$ cat src/rtl/nco_tdm_ctrl_if.sv
`default_nettype none
// ============================================================================
// Module      : nco_tdm_ctrl_if
// Description : Configuration write bus for nco_tdm_ctrl (valid/ready handshake
//               carrying target channel, register select and 32-bit data).
// Revision    : 1.0 - initial release
// ============================================================================
interface nco_tdm_ctrl_if #(
  parameter int NCH = 4
);
  logic                   cfg_valid;
  logic                   cfg_ready;
  logic [$clog2(NCH)-1:0] cfg_ch;
  logic [1:0]             cfg_sel;
  logic [31:0]            cfg_data;

  modport master (
    output cfg_valid, cfg_ch, cfg_sel, cfg_data,
    input  cfg_ready
  );

  modport slave (
    input  cfg_valid, cfg_ch, cfg_sel, cfg_data,
    output cfg_ready
  );
endinterface
`default_nettype wire

$ cat src/rtl/nco_tdm_ctrl.sv
`default_nettype none
// ============================================================================
// Module      : nco_tdm_ctrl
// Description : Time-division-multiplexed NCO controller. Holds per-channel
//               frequency word, phase offset and accumulator, issues one
//               channel phase per enabled cycle to a shared sincos pipeline
//               and tags the returning samples with valid/channel.
//               Optional build macro NCO_DITHER_EN adds LFSR phase dither.
// Revision    : 1.0 - initial release
// ============================================================================
module nco_tdm_ctrl #(
  parameter int NCH = 4,
  parameter int NBA = 22,
  parameter int NBD = 18,
  parameter int LAT = 6
) (
  input  logic                   c,
  input  logic                   r,
  input  logic                   en,
  nco_tdm_ctrl_if.slave          cfg,
  output logic [NBA-1:0]         ph,
  input  logic signed [NBD-1:0]  sc_cos,
  input  logic signed [NBD-1:0]  sc_sin,
  output logic                   o_valid,
  output logic [$clog2(NCH)-1:0] o_ch,
  output logic signed [NBD-1:0]  o_cos,
  output logic signed [NBD-1:0]  o_sin
);
  localparam int CW = $clog2(NCH);
  localparam int DW = 32 - NBA;   // phase bits dropped by truncation

  logic [CW-1:0] s;
  logic [31:0]   f_word [NCH];
  logic [31:0]   p_off  [NCH];
  logic [31:0]   acc    [NCH];
  logic [31:0]   sum;
  logic          cfg_fire;
  logic          tag_v  [LAT+1];
  logic [CW-1:0] tag_ch [LAT+1];

  // A write aimed at the slot being issued this cycle is held off so the
  // accumulator update and the config write never collide.
  assign cfg.cfg_ready = ~r & ~(en & (cfg.cfg_ch == s));
  assign cfg_fire      = cfg.cfg_valid & cfg.cfg_ready;

`ifdef NCO_DITHER_EN
  localparam logic [31:0] DMASK = (32'd1 << DW) - 32'd1;

  logic [15:0] lfsr;
  logic [31:0] dith;

  assign dith = {16'd0, lfsr} & DMASK;
  assign sum  = acc[s] + p_off[s] + dith;

  // Fibonacci LFSR x^16+x^14+x^13+x^11+1, one step per issued slot.
  always_ff @(posedge c) begin
    if (r) begin
      lfsr <= 16'hACE1;
    end else if (en) begin
      lfsr <= {lfsr[0] ^ lfsr[2] ^ lfsr[3] ^ lfsr[5], lfsr[15:1]};
    end
  end
`else
  assign sum = acc[s] + p_off[s];
`endif

  // Slot issue, accumulator update and configuration writes.
  always_ff @(posedge c) begin
    if (r) begin
      s  <= '0;
      ph <= '0;
      for (int i = 0; i < NCH; i++) begin
        f_word[i] <= '0;
        p_off[i]  <= '0;
        acc[i]    <= '0;
      end
    end else begin
      if (en) begin
        acc[s] <= acc[s] + f_word[s];
        ph     <= NBA'(sum >> DW);
        s      <= s + 1'b1;
      end
      if (cfg_fire) begin
        case (cfg.cfg_sel)
          2'd0:    f_word[cfg.cfg_ch] <= cfg.cfg_data;
          2'd1:    p_off[cfg.cfg_ch]  <= cfg.cfg_data;
          2'd2:    acc[cfg.cfg_ch]    <= '0;
          default: ;
        endcase
      end
    end
  end

  // Tag pipe: tag[0] is captured with ph, the output register follows
  // tag[LAT], landing alongside o_cos/o_sin for that phase.
  always_ff @(posedge c) begin
    if (r) begin
      for (int i = 0; i <= LAT; i++) begin
        tag_v[i]  <= 1'b0;
        tag_ch[i] <= '0;
      end
      o_valid <= 1'b0;
      o_ch    <= '0;
    end else begin
      tag_v[0]  <= en;
      tag_ch[0] <= s;
      for (int i = 1; i <= LAT; i++) begin
        tag_v[i]  <= tag_v[i-1];
        tag_ch[i] <= tag_ch[i-1];
      end
      o_valid <= tag_v[LAT];
      o_ch    <= tag_ch[LAT];
    end
  end

  // Sample capture from the sincos pipeline, unconditional every cycle.
  always_ff @(posedge c) begin
    if (r) begin
      o_cos <= '0;
      o_sin <= '0;
    end else begin
      o_cos <= sc_cos;
      o_sin <= sc_sin;
    end
  end
endmodule
`default_nettype wire
$ cat src/flat_wrapper.sv
// flat-port wrapper written by rule: the top's interface ports become plain ports
module nco_tdm_ctrl_flat 
#(
  parameter int NCH = 4,
  parameter int NBA = 22,
  parameter int NBD = 18,
  parameter int LAT = 6
)
  (c, r, en, ph, sc_cos, sc_sin, o_valid, o_ch, o_cos, o_sin, cfg_cfg_valid, cfg_cfg_ch, cfg_cfg_sel, cfg_cfg_data, cfg_cfg_ready);
  nco_tdm_ctrl_if #(.NCH(NCH)) cfg_i ();
  input  logic c;
  input  logic r;
  input  logic en;
  output logic [NBA-1:0] ph;
  input  logic signed [NBD-1:0] sc_cos;
  input  logic signed [NBD-1:0] sc_sin;
  output logic o_valid;
  output logic [$clog2(NCH)-1:0] o_ch;
  output logic signed [NBD-1:0] o_cos;
  output logic signed [NBD-1:0] o_sin;
  input wire logic [$bits(cfg_i.cfg_valid)-1:0] cfg_cfg_valid;
  input wire logic [$bits(cfg_i.cfg_ch)-1:0] cfg_cfg_ch;
  input wire logic [$bits(cfg_i.cfg_sel)-1:0] cfg_cfg_sel;
  input wire logic [$bits(cfg_i.cfg_data)-1:0] cfg_cfg_data;
  output wire logic [$bits(cfg_i.cfg_ready)-1:0] cfg_cfg_ready;
  assign cfg_i.cfg_valid = cfg_cfg_valid;
  assign cfg_i.cfg_ch = cfg_cfg_ch;
  assign cfg_i.cfg_sel = cfg_cfg_sel;
  assign cfg_i.cfg_data = cfg_cfg_data;
  assign cfg_cfg_ready = cfg_i.cfg_ready;
  nco_tdm_ctrl #(.NCH(NCH), .NBA(NBA), .NBD(NBD), .LAT(LAT)) u_core (.c(c), .r(r), .en(en), .cfg(cfg_i), .ph(ph), .sc_cos(sc_cos), .sc_sin(sc_sin), .o_valid(o_valid), .o_ch(o_ch), .o_cos(o_cos), .o_sin(o_sin));
endmodule
$ cat config.mk
export PLATFORM = sky130hd
export DESIGN_NAME = nco_tdm_ctrl_flat
export DESIGN_NICKNAME = d
export VERILOG_FILES = /design/src/rtl/nco_tdm_ctrl_if.sv /design/src/rtl/nco_tdm_ctrl.sv /design/src/flat_wrapper.sv
export SDC_FILE = /design/constraint.sdc
export NUM_CORES = 1
export LEC_CHECK = 0
export CAP_MARGIN = 20
export CORE_ASPECT_RATIO = 0.6
export CORE_UTILIZATION = 45
export DETAILED_ROUTE_END_ITERATION = 10
export HOLD_SLACK_MARGIN = 0.15
export PLACE_DENSITY = 0.68
export SLEW_MARGIN = 30
export SYNTH_ARGS = -nofsm -noshare
export SYNTH_HDL_FRONTEND = slang
export SYNTH_SLANG_ARGS = --single-unit
$ cat constraint.sdc
create_clock -name c -period 8.83 [get_ports c]
set_clock_uncertainty 0.2 [all_clocks]
set_input_delay 1.766 -clock c [delete_from_list [all_inputs] [get_ports c]]
set_output_delay 1.766 -clock c [all_outputs]
set_load 0.02 [all_outputs]
==> results of run 1 <==
-- cells by family (layout without fill, tap and decap cells) --
| logic type | Yosys count | after routing | synth area share |
|---|---|---|---|
| fa+ha+maj | 62 | 62 | 0.0364 |
| xor+xnor | 47 | 47 | 0.0191 |
| simple gates | 630 | 630 | 0.152 |
| compound gates | 328 | 328 | 0.102 |
| mux | 106 | 106 | 0.105 |
| buf+inv | 159 | 299 | 0.0281 |
| flops | 470 | 470 | 0.557 |
-- worst max-delay path by stage --
stage	endpoint	slack [ps]	depth (start not counted)	startpoint
2_1_floorplan	u_core.f_word[0][0]$_SDFFCE_PN0P_	2830	6	en
3_3_place_gp	u_core.p_off[2][29]$_SDFFCE_PN0P_	2620	10	cfg_cfg_ch[0]
3_5_place_dp	u_core.p_off[2][28]$_SDFFCE_PN0P_	2560	10	cfg_cfg_ch[0]
4_1_cts	u_core.p_off[2][19]$_SDFFCE_PN0P_	3180	10	cfg_cfg_ch[0]
5_1_grt	u_core.ph[20]$_SDFFE_PP0P_	3190	11	register
6_report	u_core.ph[20]$_SDFFE_PP0P_	3420	11	register
-- metal layers --
metal  track usage  wire (um)
met5             0          0
met4        0.0844       1920
met3        0.0617       6270
met2         0.355      25700
met1         0.371      27400
-- critical path: cells and delay by family, from the launching register on --
family                   cells  cell delay, ps
flip-flops                   1             660
AO/OA/AOI/OAI                7            2330
buffers and inverters        1             670
adder cells (fa/ha/maj)      1             420
multiplexers                 2             970
-- cell type report --
cell class | count | area, um^2
Clock buffer | 67 | 1290
Clock inverter | 14 | 148
Fill cell | 3953 | 21600
Inverter | 41 | 154
Multi-Input combinational cell | 1173 | 9070
Sequential cell | 470 | 12000
Tap cell | 630 | 788
Timing Repair Buffer | 177 | 1720
-- per-stage QoR --
step                      instance area (um^2)  utilization  hold WS, ps  power (W)  setup slack (ps)
after floorplan                          21500            -          214    0.00305              2830
after global placement                   23600        0.506          220    0.00335              2620
final                                    25200        0.538          224    0.00527              3420
after CTS                                25100        0.538          221    0.00528              3180
after global routing                     25200        0.538          241    0.00545              3190
after detailed placement                 23700        0.507          221    0.00337              2560
-- flip-flops by register name (all words and copies together), names as in the netlist, named ones only --
signal,count
u_core.o_cos,18
u_core.acc,128
u_core.o_valid,1
u_core.o_ch,2
u_core.tag_v,7
u_core.p_off,128
u_core.f_word,128
u_core.ph,22
u_core.s,2
u_core.tag_ch,14
u_core.o_sin,18
-- cells in the mapped netlist (12+ instances only) --
library cell    n
a21o_1         28
a21oi_1       100
a22o_1         50
a22oi_1        14
a31oi_1        16
and2_1         76
and3_1        154
buf_1          12
clkbuf_1      100
dfxtp_1       214
edfxtp_1      256
ha_1           61
inv_1          40
mux4_2         96
nand2_1       100
nand3_1        18
nor2_1        158
nor2b_1        68
nor3_1         22
o21ai_0        51
xnor2_1        25
xor2_1         22
-- where the power goes --
part | internal, W | total [W] | switching, W
combinational | 0.000341 | 0.000866 | 0.000524
clock | 0.00107 | 0.00193 | 0.000856
sequential | 0.00242 | 0.00248 | 0.0000618
total | 0.00383 | 0.00527 | 0.00144
==> flow_summary.ini, run 1 <==
[clocking]
cts_resized = 0
cts_hold_buf = 0
clkSinkCount = 470
clockBufferDepth = 3
clkTransAtPathRegs_ps = 60
cts_setup_buffers = 0
numCtsBuffers = 45
clk_latency_ps = 590
root_buffer = clkbuf_16
cts_max_level = 2
tritoncts = done

[die]
rows = 61
die_area_um2 = 48700
core_area_um2 = 46700
num_io_pins = 138
die_h_um = 171
dieWidth_um = 284
start_util = 0.460

[hold_path]
hold_path_end = u_core.tag_ch[4][0]$_SDFF_PP0_
hold_path_startpoint = u_core.tag_ch[3][0]$_SDFF_PP0_
worstHoldPathCells = 1
hp-class = reg -> reg

[place]
place_inst = 2490
io_buffers = 137
finalWeightedCongestion = 0.925
hpwl_um = 42200

[sta]
totalNegativeSetupSlack_ps = 0
post-route-period-util = 0.612
setup-violations-final = 0
fin_crit_ps = 5410
drv_slew = 0
rsz0062_at_grt = no
tightest_slew_ps = 1070
max_freq_mhz = 185
max_slew_margin = 0.289
final_hold_viol_count = 0

[synth]
yosys_most_used_dff = edfxtp_1
synth_fp_nets = 1940
ys_seq_area_frac = 0.557
synth_top_area_cell = edfxtp_1
yosysUniqueCellTypes = 67
yosys.area.top_type_share = 0.357
synth.area.top_cells = edfxtp_1 36%, dfxtp_1 20%, mux4_2 10%, and3_1 4.5%, ha_1 3.5%
syn_inst = 1802
yosys_warnings = 0
mappedNetlistArea_um2 = 21500
synth_enable_flop_cells = 256
synthesis.area_per_instance_um2 = 11.9
async_flop_share = 0
ys_ff_latch = 470

[setup_path]
worstPathCellList = buf_4 > mux4_2 > ha_1 > a211oi_1 > o21ai_0 > a221oi_1 > o31ai_4 > a41o_2 > a221oi_2 > mux2_4 > a311o_1
slowest_delay_ps = 670
slowest_stage = buf_4
crit_type = reg -> reg
rr_endpoint = u_core.ph[20]$_SDFFE_PP0P_
critPathArrivalTime_ps = 5660
worstSetupStartpointType = register
ff2ff_path_depth = 11
crit_required_ps = 9090
r2r_slack_ps = 3420
crit_path_max_fanout = 41
endpoint_kind = register

[grt]
antenna_found_initial = 1
grt_pass1_wl_um = 91700
gr-usage-all-layers = 0.250
grt_max_degree = 83
gr-total-overflow = 0
grt_pass1_vias = 14700

[cells_and_area]
layout_commonest_cell = edfxtp_1
final_layout_size_suffix_gt1_frac = 0.123
fin_nets = 2046
area_growth_pct = 16.9
finalNonFillerCells = 2572
diodes = 0
final_cell_mix = 256 x edfxtp_1, 212 x dfxtp_1, 155 x nor2_1

[power_and_ir_drop]
leakagePower_nw = 10.2
powerDensity_nw_per_um2 = 210
vdd.ir_drop.worst_mv = 0.133

[outcome]
outcome = completed

[route]
num_vias = 15400
routed_wl_um = 61300
ant_nets = 0
drcViolationCount = 0
route.detailed.wl_per_inst_um = 23.8
drt_iter0_drc = 1561
vias_per_cell = 5.98
drt_pre_antenna_iters = 5

[job]
drv_cap = 0
Power figures use the tool's default switching activity.
==> run 2: changes to the inputs <==
Settings changed: PLACE_DENSITY 0.68 to 0.71.
Clock period 8.83 ns to 4.8 ns, I/O delays scaled along.
==> run 2 against run 1 <==
Effect of this change: global-route usage is 0.43 points lower; first-iteration DRC count is 2.9% higher; sequential power is 83% higher; routed wire length is 1.8% lower; utilization is 0.40 points higher; largest power group unchanged; power is 83% higher; critical path depth is 1 higher; cell count is 0.70% higher; clock power is 82% higher; via count is 1.0% lower.
==> flow_summary.ini, run 2 (synthesized netlist as in run 1, its figures left out) <==
[outcome]
outcome = completed

[clocking]
numCtsBuffers = 44
cts_resized = 0
clkTransAtPathRegs_ps = 60
cts_setup_buffers = 0
tritoncts = done
cts_max_level = 2
clkSinkCount = 470
root_buffer = clkbuf_16
clockBufferDepth = 3
clk_latency_ps = 580
cts_hold_buf = 0

[setup_path]
worstSetupStartpointType = register
slowest_delay_ps = 600
slowest_stage = o2111ai_1
crit_path_max_fanout = 16
crit_required_ps = 5100
endpoint_kind = register
crit_type = reg -> reg
worstPathCellList = buf_4 > mux4_2 > ha_1 > a211oi_1 > o21a_1 > a211oi_1 > o2111ai_1 > a31oi_1 > buf_4 > a21bo_2 > a211oi_1 > a22o_1
critPathArrivalTime_ps = 4820
crit_top_cell = a211oi_1

[grt]
antenna_found_initial = 1
grt_pass1_wl_um = 90700
gr-usage-all-layers = 0.246
gr-total-overflow = 0
grt_pass1_vias = 14800
grtUsageMet1 = 0.356
grt_use_met3 = 0.0521
grtUsageMet2 = 0.375
top_usage_layer = met2
grt_max_degree = 83

[power_and_ir_drop]
finalPower_w = 0.00966
leakagePower_nw = 10.3
vdd.ir_drop.worst_mv = 0.226
powerDensity_nw_per_um2 = 381

[route]
routed_wl_um = 60200
drt_iter0_drc = 1606
num_vias = 15200
drt_pre_antenna_iters = 5
vias_per_cell = 5.88
ant_nets = 0
route.detailed.wl_per_inst_um = 23.2
drcViolationCount = 0

[sta]
post-route-period-util = 0.942
setup-violations-final = 0
drv_slew = 0
fin_crit_ps = 4520
final_hold_viol_count = 0
rsz0062_at_grt = no
totalNegativeSetupSlack_ps = 0
fin_ws_ps = 280
max_freq_mhz = 221
max_slew_margin = 0.329
tightest_slew_ps = 1010

[cells_and_area]
finalNonFillerCells = 2590
area_growth_pct = 17.8
multiInputGateArea_um2 = 9070
final_layout_size_suffix_gt1_frac = 0.130
fin_nets = 2062
n_fill_cell = 3942
stdcell_area_um2 = 25300
regArea_um2 = 12000
reg_top3 = u_core.acc: 128 flops, u_core.f_word: 128 flops, u_core.p_off: 128 flops
layout_commonest_cell = edfxtp_1
final_cell_mix = 256 x edfxtp_1, 212 x dfxtp_1, 157 x nor2_1

[hold_path]
hold_path_startpoint = u_core.tag_ch[2][0]$_SDFF_PP0_
hp-class = reg -> reg

[job]
drv_cap = 0

[place]
place_inst = 2508
io_buffers = 137
dp_slack_ps = 325
finalWeightedCongestion = 0.963
place_area_um2 = 23900
hpwl_um = 41700

[die]
die_area_um2 = 48700
die_h_um = 171
core_area_um2 = 46700
start_util = 0.460
rows = 61
dieWidth_um = 284
num_io_pins = 138
## run 2: changes by cell type in the layout (fill, tap and decap cells not counted), sizes merged
cell      delta
inv          +1
clkinvlp     +1
clkbuf       -3
diode        +1
buf         +17
clkinv       +1
## run 2: path summary, 6_finish.rpt
check        cells after the start                              to  slack (ps)
max                             12  u_core.acc[0][31]$_SDFFE_PP0P_         280
min                              1  u_core.tag_ch[3][0]$_SDFF_PP0_         230
max reg2reg                     12  u_core.acc[0][31]$_SDFFE_PP0P_         280
min reg2reg                      1  u_core.tag_ch[3][0]$_SDFF_PP0_         230
## run 2: worst max-delay path: cells and delay by family (launching register included)
kind                     cells  cell delay (ps)
flip-flops                   1              490
AO/OA/AOI/OAI                8             2330
buffers and inverters        2              520
multiplexers                 1              590
adder cells (fa/ha/maj)      1              310
## run 2: final cells by class
cell class	count	area share
multi-input combinational	1173	0.358
inverter	41	0.00607
clock buffer	64	0.0506
timing repair buffer	194	0.0758
sequential	470	0.473
tap	630	0.0311
antenna	1	0.0000988
clock inverter	17	0.00578
## run 2: per-stage QoR
| stage | utilization | hold slack [ps] |
|---|---|---|
| detailed placement | 0.512 | 220 |
| global placement | 0.512 | 217 |
| finish | 0.543 | 234 |
| floorplan | - | 214 |
| CTS | 0.542 | 235 |
| global route | 0.542 | 244 |
## run 2: routing by layer
metal | up-vias | routed length [um]
li1 | 6939 | -
met1 | 7540 | 26900
met2 | 656 | 26600
met3 | 95 | 5260
met4 | 0 | 1340
met5 | - | 0
## run 2: power by group
group	switching (W)	leakage, nW	internal, W
Combinational	0.000959	5.21	0.000646
Clock	0.00154	0.700	0.00197
Sequential	0.0000983	4.41	0.00444
Total	0.00260	10.3	0.00706
